$ cat src/rtl/pp_host_sequencer_if.sv
// Host command/response bundle for the parallel-programming sequencer.
// The sequencer is the slave; the host-side controller is the master.
interface pp_host_sequencer_if;
    logic        cmd_valid;
    logic        cmd_ready;
    logic [2:0]  cmd_op;
    logic [15:0] cmd_data;
    logic        rsp_valid;
    logic [15:0] rsp_data;
    logic        rsp_err;

    modport master (
        output cmd_valid,
        output cmd_op,
        output cmd_data,
        input  cmd_ready,
        input  rsp_valid,
        input  rsp_data,
        input  rsp_err
    );

    modport slave (
        input  cmd_valid,
        input  cmd_op,
        input  cmd_data,
        output cmd_ready,
        output rsp_valid,
        output rsp_data,
        output rsp_err
    );
endinterface

$ cat src/rtl/pp_host_sequencer.sv
// Parallel-programming host sequencer: turns host commands into
// XTAL1/WR/OE strobe sequences with XA/BS1/DATA setup and hold.
module pp_host_sequencer #(
    parameter int SETUP_CYC   = 1,
    parameter int PULSE_CYC   = 2,
    parameter int RDY_TIMEOUT = 1024
) (
    input  logic                      clk,
    input  logic                      rst_n,
    pp_host_sequencer_if.slave        bus,
    output logic                      XTAL1,
    output logic [1:0]                XA,
    output logic                      BS1,
    output logic                      WR,
    output logic                      OE,
    output logic [7:0]                DATA,
    input  logic [7:0]                data_in,
    input  logic                      RDY
);

    localparam int CMAX = (SETUP_CYC > PULSE_CYC) ? SETUP_CYC : PULSE_CYC;
    localparam int CW   = $clog2(CMAX + 1);
    localparam int WW   = $clog2(RDY_TIMEOUT + 1);

    localparam logic [CW-1:0] SET_LD = CW'(SETUP_CYC - 1);
    localparam logic [CW-1:0] PUL_LD = CW'(PULSE_CYC - 1);
    localparam logic [WW-1:0] W_LAST = WW'(RDY_TIMEOUT - 1);

    localparam logic [2:0] OP_LOAD_CMD   = 3'd0;
    localparam logic [2:0] OP_LOAD_ADDR  = 3'd1;
    localparam logic [2:0] OP_LOAD_DATA  = 3'd2;
    localparam logic [2:0] OP_WRITE_PAGE = 3'd3;
    localparam logic [2:0] OP_READ_WORD  = 3'd4;
    localparam logic [2:0] OP_CHIP_ERASE = 3'd5;

    typedef enum logic [2:0] {
        IDLE,
        SETUP,
        STROBE,
        HOLD,
        WAIT_RDY,
        SAMPLE,
        RESP
    } state_e;

    state_e      state_q, state_d;
    logic [2:0]  op_q, op_d;
    logic [15:0] opnd_q, opnd_d;
    logic        ph_q, ph_d;
    logic [CW-1:0] cnt_q, cnt_d;
    logic [WW-1:0] wcnt_q, wcnt_d;
    logic        err_q, err_d;
    logic [7:0]  lo_q, lo_d;
    logic [15:0] rsp_data_q, rsp_data_d;
    logic        init_q, init_d;

    // Phase classification of the latched op; ph_q selects first/second phase.
    logic is_rd;
    logic is_wr_ph;
    logic is_ld_ph;
    logic two_ph;

    assign is_rd    = (op_q == OP_READ_WORD);
    assign is_wr_ph = (op_q == OP_WRITE_PAGE) ||
                      ((op_q == OP_CHIP_ERASE) && ph_q);
    assign is_ld_ph = (op_q == OP_LOAD_CMD) ||
                      (op_q == OP_LOAD_ADDR) ||
                      (op_q == OP_LOAD_DATA) ||
                      ((op_q == OP_CHIP_ERASE) && !ph_q);
    assign two_ph   = !ph_q && ((op_q == OP_LOAD_ADDR) ||
                                (op_q == OP_LOAD_DATA) ||
                                (op_q == OP_CHIP_ERASE));

    // Ready is held low until the first clock after reset release.
    assign bus.cmd_ready = (state_q == IDLE) && init_q;
    assign bus.rsp_valid = (state_q == RESP);
    assign bus.rsp_err   = (state_q == RESP) && err_q;
    assign bus.rsp_data  = rsp_data_q;

    // Next-state: phase sequencing, counter reloads and data capture.
    always_comb begin
        state_d    = state_q;
        op_d       = op_q;
        opnd_d     = opnd_q;
        ph_d       = ph_q;
        cnt_d      = cnt_q;
        wcnt_d     = wcnt_q;
        err_d      = err_q;
        lo_d       = lo_q;
        rsp_data_d = rsp_data_q;
        init_d     = 1'b1;

        case (state_q)
            IDLE: begin
                if (bus.cmd_valid && bus.cmd_ready) begin
                    op_d   = bus.cmd_op;
                    opnd_d = bus.cmd_data;
                    ph_d   = 1'b0;
                    err_d  = 1'b0;
                    if (bus.cmd_op[2:1] == 2'b11) begin
                        state_d    = RESP;
                        err_d      = 1'b1;
                        rsp_data_d = '0;
                    end else begin
                        state_d = SETUP;
                        cnt_d   = SET_LD;
                    end
                end
            end
            SETUP: begin
                if (cnt_q == '0) begin
                    cnt_d   = PUL_LD;
                    state_d = is_rd ? SAMPLE : STROBE;
                end else begin
                    cnt_d = cnt_q - CW'(1);
                end
            end
            STROBE: begin
                if (cnt_q == '0) begin
                    state_d = HOLD;
                end else begin
                    cnt_d = cnt_q - CW'(1);
                end
            end
            HOLD: begin
                if (is_wr_ph) begin
                    state_d = WAIT_RDY;
                    wcnt_d  = '0;
                end else if (two_ph) begin
                    ph_d    = 1'b1;
                    state_d = SETUP;
                    cnt_d   = SET_LD;
                end else begin
                    state_d    = RESP;
                    rsp_data_d = '0;
                end
            end
            WAIT_RDY: begin
                // RDY is ignored on the first cycle so a slow busy flag
                // from the memory cannot be mistaken for completion.
                if (RDY && (wcnt_q != '0)) begin
                    state_d    = RESP;
                    rsp_data_d = '0;
                end else if (wcnt_q == W_LAST) begin
                    state_d    = RESP;
                    err_d      = 1'b1;
                    rsp_data_d = '0;
                end else begin
                    wcnt_d = wcnt_q + WW'(1);
                end
            end
            SAMPLE: begin
                if (cnt_q == '0) begin
                    if (!ph_q) begin
                        lo_d    = data_in;
                        ph_d    = 1'b1;
                        state_d = SETUP;
                        cnt_d   = SET_LD;
                    end else begin
                        rsp_data_d = {data_in, lo_q};
                        state_d    = RESP;
                    end
                end else begin
                    cnt_d = cnt_q - CW'(1);
                end
            end
            RESP: begin
                state_d = IDLE;
            end
            default: begin
                state_d = IDLE;
            end
        endcase
    end

    // Pin decode from registered state so reset idles the pins at once.
    always_comb begin
        XTAL1 = 1'b0;
        XA    = 2'b00;
        BS1   = 1'b0;
        WR    = 1'b1;
        OE    = 1'b1;
        DATA  = 8'h00;

        if (((state_q == SETUP) || (state_q == STROBE) ||
             (state_q == HOLD)) && is_ld_ph) begin
            XTAL1 = (state_q == STROBE);
            case (op_q)
                OP_LOAD_CMD: begin
                    XA   = 2'b10;
                    DATA = opnd_q[7:0];
                end
                OP_LOAD_ADDR: begin
                    BS1  = !ph_q;
                    DATA = ph_q ? opnd_q[7:0] : opnd_q[15:8];
                end
                OP_LOAD_DATA: begin
                    XA   = 2'b01;
                    BS1  = ph_q;
                    DATA = ph_q ? opnd_q[15:8] : opnd_q[7:0];
                end
                default: begin
                    XA   = 2'b10;
                    DATA = 8'h80;
                end
            endcase
        end

        if ((state_q == STROBE) && is_wr_ph) begin
            WR = 1'b0;
        end

        if (((state_q == SETUP) || (state_q == SAMPLE)) && is_rd) begin
            OE  = 1'b0;
            BS1 = ph_q;
        end
    end

    // State and datapath registers with asynchronous reset.
    always_ff @(posedge clk or negedge rst_n) begin
        if (!rst_n) begin
            state_q    <= IDLE;
            op_q       <= '0;
            opnd_q     <= '0;
            ph_q       <= 1'b0;
            cnt_q      <= '0;
            wcnt_q     <= '0;
            err_q      <= 1'b0;
            lo_q       <= '0;
            rsp_data_q <= '0;
            init_q     <= 1'b0;
        end else begin
            state_q    <= state_d;
            op_q       <= op_d;
            opnd_q     <= opnd_d;
            ph_q       <= ph_d;
            cnt_q      <= cnt_d;
            wcnt_q     <= wcnt_d;
            err_q      <= err_d;
            lo_q       <= lo_d;
            rsp_data_q <= rsp_data_d;
            init_q     <= init_d;
        end
    end

endmodule
$ cat src/flat_wrapper.sv
// flat-port wrapper written by rule: the top's interface ports become plain ports
module pp_host_sequencer_flat 
#(
    parameter int SETUP_CYC   = 1,
    parameter int PULSE_CYC   = 2,
    parameter int RDY_TIMEOUT = 1024
)
  (clk, rst_n, XTAL1, XA, BS1, WR, OE, DATA, data_in, RDY, bus_cmd_valid, bus_cmd_op, bus_cmd_data, bus_cmd_ready, bus_rsp_valid, bus_rsp_data, bus_rsp_err);
  pp_host_sequencer_if bus_i ();
  input  logic clk;
  input  logic rst_n;
  output logic XTAL1;
  output logic [1:0] XA;
  output logic BS1;
  output logic WR;
  output logic OE;
  output logic [7:0] DATA;
  input  logic [7:0] data_in;
  input  logic RDY;
  input wire logic [$bits(bus_i.cmd_valid)-1:0] bus_cmd_valid;
  input wire logic [$bits(bus_i.cmd_op)-1:0] bus_cmd_op;
  input wire logic [$bits(bus_i.cmd_data)-1:0] bus_cmd_data;
  output wire logic [$bits(bus_i.cmd_ready)-1:0] bus_cmd_ready;
  output wire logic [$bits(bus_i.rsp_valid)-1:0] bus_rsp_valid;
  output wire logic [$bits(bus_i.rsp_data)-1:0] bus_rsp_data;
  output wire logic [$bits(bus_i.rsp_err)-1:0] bus_rsp_err;
  assign bus_i.cmd_valid = bus_cmd_valid;
  assign bus_i.cmd_op = bus_cmd_op;
  assign bus_i.cmd_data = bus_cmd_data;
  assign bus_cmd_ready = bus_i.cmd_ready;
  assign bus_rsp_valid = bus_i.rsp_valid;
  assign bus_rsp_data = bus_i.rsp_data;
  assign bus_rsp_err = bus_i.rsp_err;
  pp_host_sequencer #(.SETUP_CYC(SETUP_CYC), .PULSE_CYC(PULSE_CYC), .RDY_TIMEOUT(RDY_TIMEOUT)) u_core (.clk(clk), .rst_n(rst_n), .bus(bus_i), .XTAL1(XTAL1), .XA(XA), .BS1(BS1), .WR(WR), .OE(OE), .DATA(DATA), .data_in(data_in), .RDY(RDY));
endmodule
$ cat config.mk
export PLATFORM = sky130hd
export DESIGN_NAME = pp_host_sequencer_flat
export DESIGN_NICKNAME = d
export VERILOG_FILES = /design/src/rtl/pp_host_sequencer_if.sv /design/src/rtl/pp_host_sequencer.sv /design/src/flat_wrapper.sv
export SDC_FILE = /design/constraint.sdc
export NUM_CORES = 1
export LEC_CHECK = 0
export CORE_MARGIN = 1
export CORE_UTILIZATION = 40
export DETAILED_ROUTE_END_ITERATION = 8
export PLACE_DENSITY = 0.75
export SKIP_CTS_REPAIR_TIMING = 1
export SLEW_MARGIN = 20
export SYNTH_ARGS = -nofsm -noshare
export SYNTH_HDL_FRONTEND = slang
export SYNTH_SLANG_ARGS = --single-unit
$ cat constraint.sdc
create_clock -name clk -period 1.9 [get_ports clk]
set_clock_uncertainty 0.05 [all_clocks]
set_input_delay 0.38 -clock clk [delete_from_list [all_inputs] [get_ports clk]]
set_output_delay 0.38 -clock clk [all_outputs]
set_load 0.05 [all_outputs]
Word level (Yosys, flattened, before mapping)

Cells that the tools add are included.

Input bits: 31
Flip-flop bits (word level): 62
Output and inout bits: 33
Logic and storage cells: 136

Bitwise operators: 1
$add $sub $neg: 2
Eq/ne operators: 30
Mux-type cells: 56
Reduce and logical (&&, ||, !) cells: 37

Operators by type and width:

| cell                                                   | count |
|---|---|
| 2-to-1 mux 16 bit                                      | 8 |
| case mux 16 bit (4 select lines)                       | 1 |
| 2-to-1 mux 11 bit                                      | 3 |
| 2-to-1 mux 3 bit                                       | 11 |
| 2-to-1 mux 8 bit                                       | 3 |
| case mux 8 bit (3 select lines)                        | 1 |
| case mux 11 bit (2 select lines)                       | 1 |
| 2-to-1 mux 2 bit                                       | 9 |
| case mux 3 bit (6 select lines)                        | 1 |
| inequality test 2 bit (second input constant)          | 8 |
| == test 3 bit (second input constant)                  | 5 |
| inequality test 2 x 1 -> 1 bit (second input constant) | 7 |
| 2-to-1 mux 1 bit                                       | 13 |
| == test 3 x 2 -> 1 bit (second input constant)         | 4 |
| adder 11 x 1 -> 11 bit (second input constant)         | 1 |
| == test 11 x 10 -> 1 bit (second input constant)       | 1 |
| nonzero test 11 bit                                    | 1 |
| logical AND 1 bit                                      | 10 |
| case mux 2 bit (5 select lines)                        | 1 |
| AND reduction 5 bit                                    | 2 |
| logical OR 1 bit                                       | 9 |
| AND reduction 4 bit                                    | 2 |
| AND reduction 8 bit                                    | 1 |
| AND reduction 7 bit                                    | 1 |
| 18 further kinds                                       | 22 |

Depth between registers and ports, before layout

Depth in word-level cells: 7
Gate-level depth with buffers: 8
Mapped depth without buffers: 7

Worst setup path after synthesis

OpenSTA, ideal clock, no wires.

Path type: register to output
Start: register u_core.op_q[0]
End: output port XA[1]
Arrival: 2.438 ns
Stages on the path, launching flop included: 5
Setup slack: -0.968 ns
Path through: dfrtp_1 > clkbuf_1 > buf_1 > a21oi_1 > nor4_1

Cells in the longest elaborated chain, start to end: 6
Elaborated cells between the ends (all ways): 11
Those cells by class: eq/ne: 3; mux: 2; reduce/logical: 6

Ends and longest elaborated chain:

| item                                                             | RTL line                                                                   | RTL |
|---|---|---|
| from (decl)                                                      | pp_host_sequencer.sv:47                                                    | `logic [2:0] op_q, op_d;` |
| from (signal assigned)                                           | pp_host_sequencer.sv:234                                                   | `op_q <= op_d;` |
| == test 3 x 1 -> 1 bit / zero test 3 bit (equally long branches) | pp_host_sequencer.sv:67, pp_host_sequencer.sv:188, pp_host_sequencer.sv:66 |  |
| logical OR 1 bit                                                 | pp_host_sequencer.sv:66                                                    | `assign is_ld_ph = (op_q == OP_LOAD_CMD) \|\|` |
| logical OR 1 bit                                                 | pp_host_sequencer.sv:67                                                    | `(op_q == OP_LOAD_ADDR) \|\|` |
| logical OR 1 bit                                                 | pp_host_sequencer.sv:68                                                    | `(op_q == OP_LOAD_DATA) \|\|` |
| logical AND 1 bit                                                | pp_host_sequencer.sv:186                                                   | `(state_q == HOLD)) && is_ld_ph) begin` |
| 2-to-1 mux 2 bit (*)                                             | pp_host_sequencer.sv:185                                                   | `if (((state_q == SETUP) \|\| (state_q == STROBE) \|\|` |
| to (decl)                                                        | flat_wrapper.sv:13                                                         | `output logic [1:0] XA;` |

Mark *: on every way between the ends. The rest lies on a longest branch, timed or not.

Worst setup path in the final report

Start: register u_core.ph_q
End: output port DATA[4]

Cells in the longest elaborated chain, start to end: 5
Elaborated cells between the ends (all ways): 8
Those cells by class: mux: 4; reduce/logical: 4

Ends and longest elaborated chain:

| item                                                     | RTL line                 | RTL |
|---|---|---|
| from (decl)                                              | pp_host_sequencer.sv:49  | `logic ph_q, ph_d;` |
| from (signal assigned)                                   | pp_host_sequencer.sv:236 | `ph_q <= ph_d;` |
| branches (longest 4 deep; another with 2-to-1 mux 8 bit) | -                        |  |
| 2-to-1 mux 8 bit (*)                                     | pp_host_sequencer.sv:185 |  |
| to (decl)                                                | flat_wrapper.sv:17       | `output logic [7:0] DATA;` |

Mark *: on every way between the ends.

==> summary.txt <==
Status -> finished, violations left
Failing checks -> negative setup slack
Worst setup SP type -> flop
Placed Cells -> 588
# fillers -> 661
VDD IR max -> 751 µV
Sequential fraction of the synthesis area -> 44.0%
Grt total ovfl -> 0
CTS tree -> yes
IO Port Bufs -> 63
Boundary Pins -> 64
Lkg Pwr -> 2.37 nW
Drt initial violations -> 228
CP required -> 1470 ps
CP max FO -> 8
Setup TNS -> -4160 ps
CP max-delay cell -> dfrtp_2
Final setup vio count -> 18
Clk_lat worst skew -> 370 ps
Crit Path Category -> reg -> out
Synthesized Nets -> 430
# diodes -> 0
Pins Over Slew Limit -> 0
Drt total wl -> 10.3 mm
Max Clock Freq -> 450 MHz
Root Buffer -> clkbuf_8
Nets -> 550
CTS Buf Count -> 9
Width of the die -> 95.8 µm
DP Area -> 4830 µm²
Placer Congestion -> 0.822
Avg WL per Cell -> 16.5 µm
Largest net degree at the start of global routing -> 63
Hold WC Path Type -> reg -> reg
Synth Register Bits -> 62
Final count of hold timing violations -> 0
First-pass GRT wire length -> 15.5 mm
Worst-path cell chain -> nor2b_2, buf_6, a22oi_2, o22ai_1, and2_4, buf_12
CTS H-tree lvls -> 3
Via Count -> 3412
Post-synth EDFFs -> 0
CP endpoint kind -> primary output
Post-Synthesis Cells -> 394
Multi-input combinational cell area -> 2200 µm²
Critical Path AT -> 1790 ps
DR vias/cell -> 5.47
Total GRT Usage -> 22.2%
Placement Setup Slack -> -317 ps
Fin area -> 5460 µm²
Final setup margin -> -321 ps
Post-synthesis cell type count -> 55
Vias in the first global route -> 3319
Cell Rows -> 33
Post-route ant nets -> 0
Sequential cell area -> 1560 µm²
Pwr per Cell Area -> 1730 nW/µm²
Share of cells above drive strength 1 -> 37.2%
Ys async rst share -> 100%
Reg clk slew, reported paths -> 90 ps
Area delta synth->final -> 55.0%
CTS sink cnt -> 62
Syn avg cell area -> 8.94 µm²
Final min period -> 2220 ps
Syn Std Cell Area -> 3520 µm²
DPL Wire Length -> 6.62 mm
RSZ-0062 raised after global routing -> true
Longest Clk Path Bufs -> 2
Core Region -> 8380 µm²
Max cap viols -> 0
Fin crit share -> 117%
Effective utilization at floorplan -> 42.0%
DRT Pass-1 Iters -> 5
Die footprint -> 9180 µm²
Yosys warnings -> 0
Post-Layout Cell Count -> 624
Ys flop type -> dfrtp_1
Critical Path Max Stage Delay -> 500 ps
Initial antenna violation count -> 0
Post-route DRC -> 0
Chip height -> 95.8 µm
==> synth_stat cells (all sizes together) (4+ instances only) <==
library cell   n  share of area [%]
nor4           4               0.89
mux2          11                3.5
dfrtp         62                 44
nand2         88                9.4
nand3          5               0.71
and2          12                2.1
a21oi         20                2.9
a22oi          8                1.7
nor2          17                2.2
nand2b         7                1.2
nor2b         12                2.1
xnor2          4               0.99
nor3           4               0.71
o21ai         28                4.0
nand4          5                1.1
o22ai          7                1.2
buf           12                2.3
mux2i          6                1.7
clkbuf        16                1.7
ha             5                1.8
inv           10                1.1
o31ai         20                4.4
==> kinds of logic after synthesis <==
kind of cell,Yosys count,share of synthesized area [%]
DFF,62,44.0
and+or+nand+nor,167,23.8
buffers and inverters,38,5.12
AOI/OAI and AO/OA,100,18.9
xor gates and xnor gates,4,0.995
adders and majority gates,5,1.78
muxes,17,5.22
other,1,0.106
==> power breakdown <==
group	switching, W	internal (W)
sequential	0.000484	0.00186
clock	0.000623	0.000497
combinational	0.00328	0.00272
total	0.00439	0.00508
==> routing by layer <==
layer / vias up / track usage [%] / share of wire, %
met1: 1688 / 29.0 / 45
met5: - / 0 / 0
met2: 75 / 35.2 / 49
li1: 1629 / - / -
met4: 0 / 10.3 / 2.1
met3: 20 / 4.90 / 3.7
==> critical path, delay by kind of cell (launching register included) <==
| kind | cells | cell delay [ps] |
|---|---|---|
| AO/OA/AOI/OAI | 2 | 290 |
| buffers and inverters | 2 | 280 |
| flip-flops | 1 | 500 |
| AND/OR/NAND/NOR | 2 | 350 |
==> state kept, by name, summed over array words and instances, names as in the netlist, 2 cells and up <==
name / flops
u_core.bus.rsp_data: 16
u_core.opnd_q: 16
u_core.wcnt_q: 11
u_core.lo_q: 8
u_core.op_q: 3
u_core.state_q: 3
u_core.cnt_q: 2
==> worst paths after layout <==
kind                                      from               end  slack, ps  cells after the start
worst max-delay path               u_core.ph_q           DATA[4]       -320                      6
max in group asynchronous                rst_n    u_core.op_q[2]       1010                      3
worst min register to register  u_core.lo_q[5]    u_core.lo_q[5]        450                      1
worst max register to register  u_core.op_q[2]   u_core.cnt_q[0]       -110                      7
min in group asynchronous                rst_n  u_core.wcnt_q[5]        500                      3
worst min-delay path            u_core.lo_q[5]    u_core.lo_q[5]        450                      1
==> cell usage in the layout (no fill, tap or decap), drive strengths merged, types with 7 or more instances in the layout <==
cell           synthesis  routed
and2                  12      12
nand2b                 7       7
nor2                  17      24
nand2                 88      88
o21ai                 28      28
mux2                  11      11
inv                   10      14
buf                   12     100
nor2b                 12      12
o31ai                 20      20
dfrtp                 62      62
o22ai                  7       7
a22oi                  8       8
clkbuf                16       9
a21oi                 20      20
clkdlybuf4s50          0      29
==> final cells by class <==
type | instances | area share [%]
multi-input cells | 301 | 40.3
flip-flops and latches | 62 | 28.5
repair buffers | 130 | 24.6
well taps | 105 | 2.41
clock buffers | 9 | 2.27
clock inverters | 7 | 1.12
inverters | 10 | 0.779
==> through the flow <==
| stage | util, % | hold slack [ps] | power (W) |
|---|---|---|---|
| after detailed placement | 57.6 | 365 | 0.00754 |
| after global placement | 57.6 | 368 | 0.00740 |
| after CTS | 59.8 | -22.3 | 0.00868 |
| final | 65.1 | 450 | 0.00947 |
| after floorplan | - | 34.4 | 0.00563 |
| after global routing | 65.1 | 460 | 0.0100 |
No activity file was read; power rests on OpenSTA's default activity.
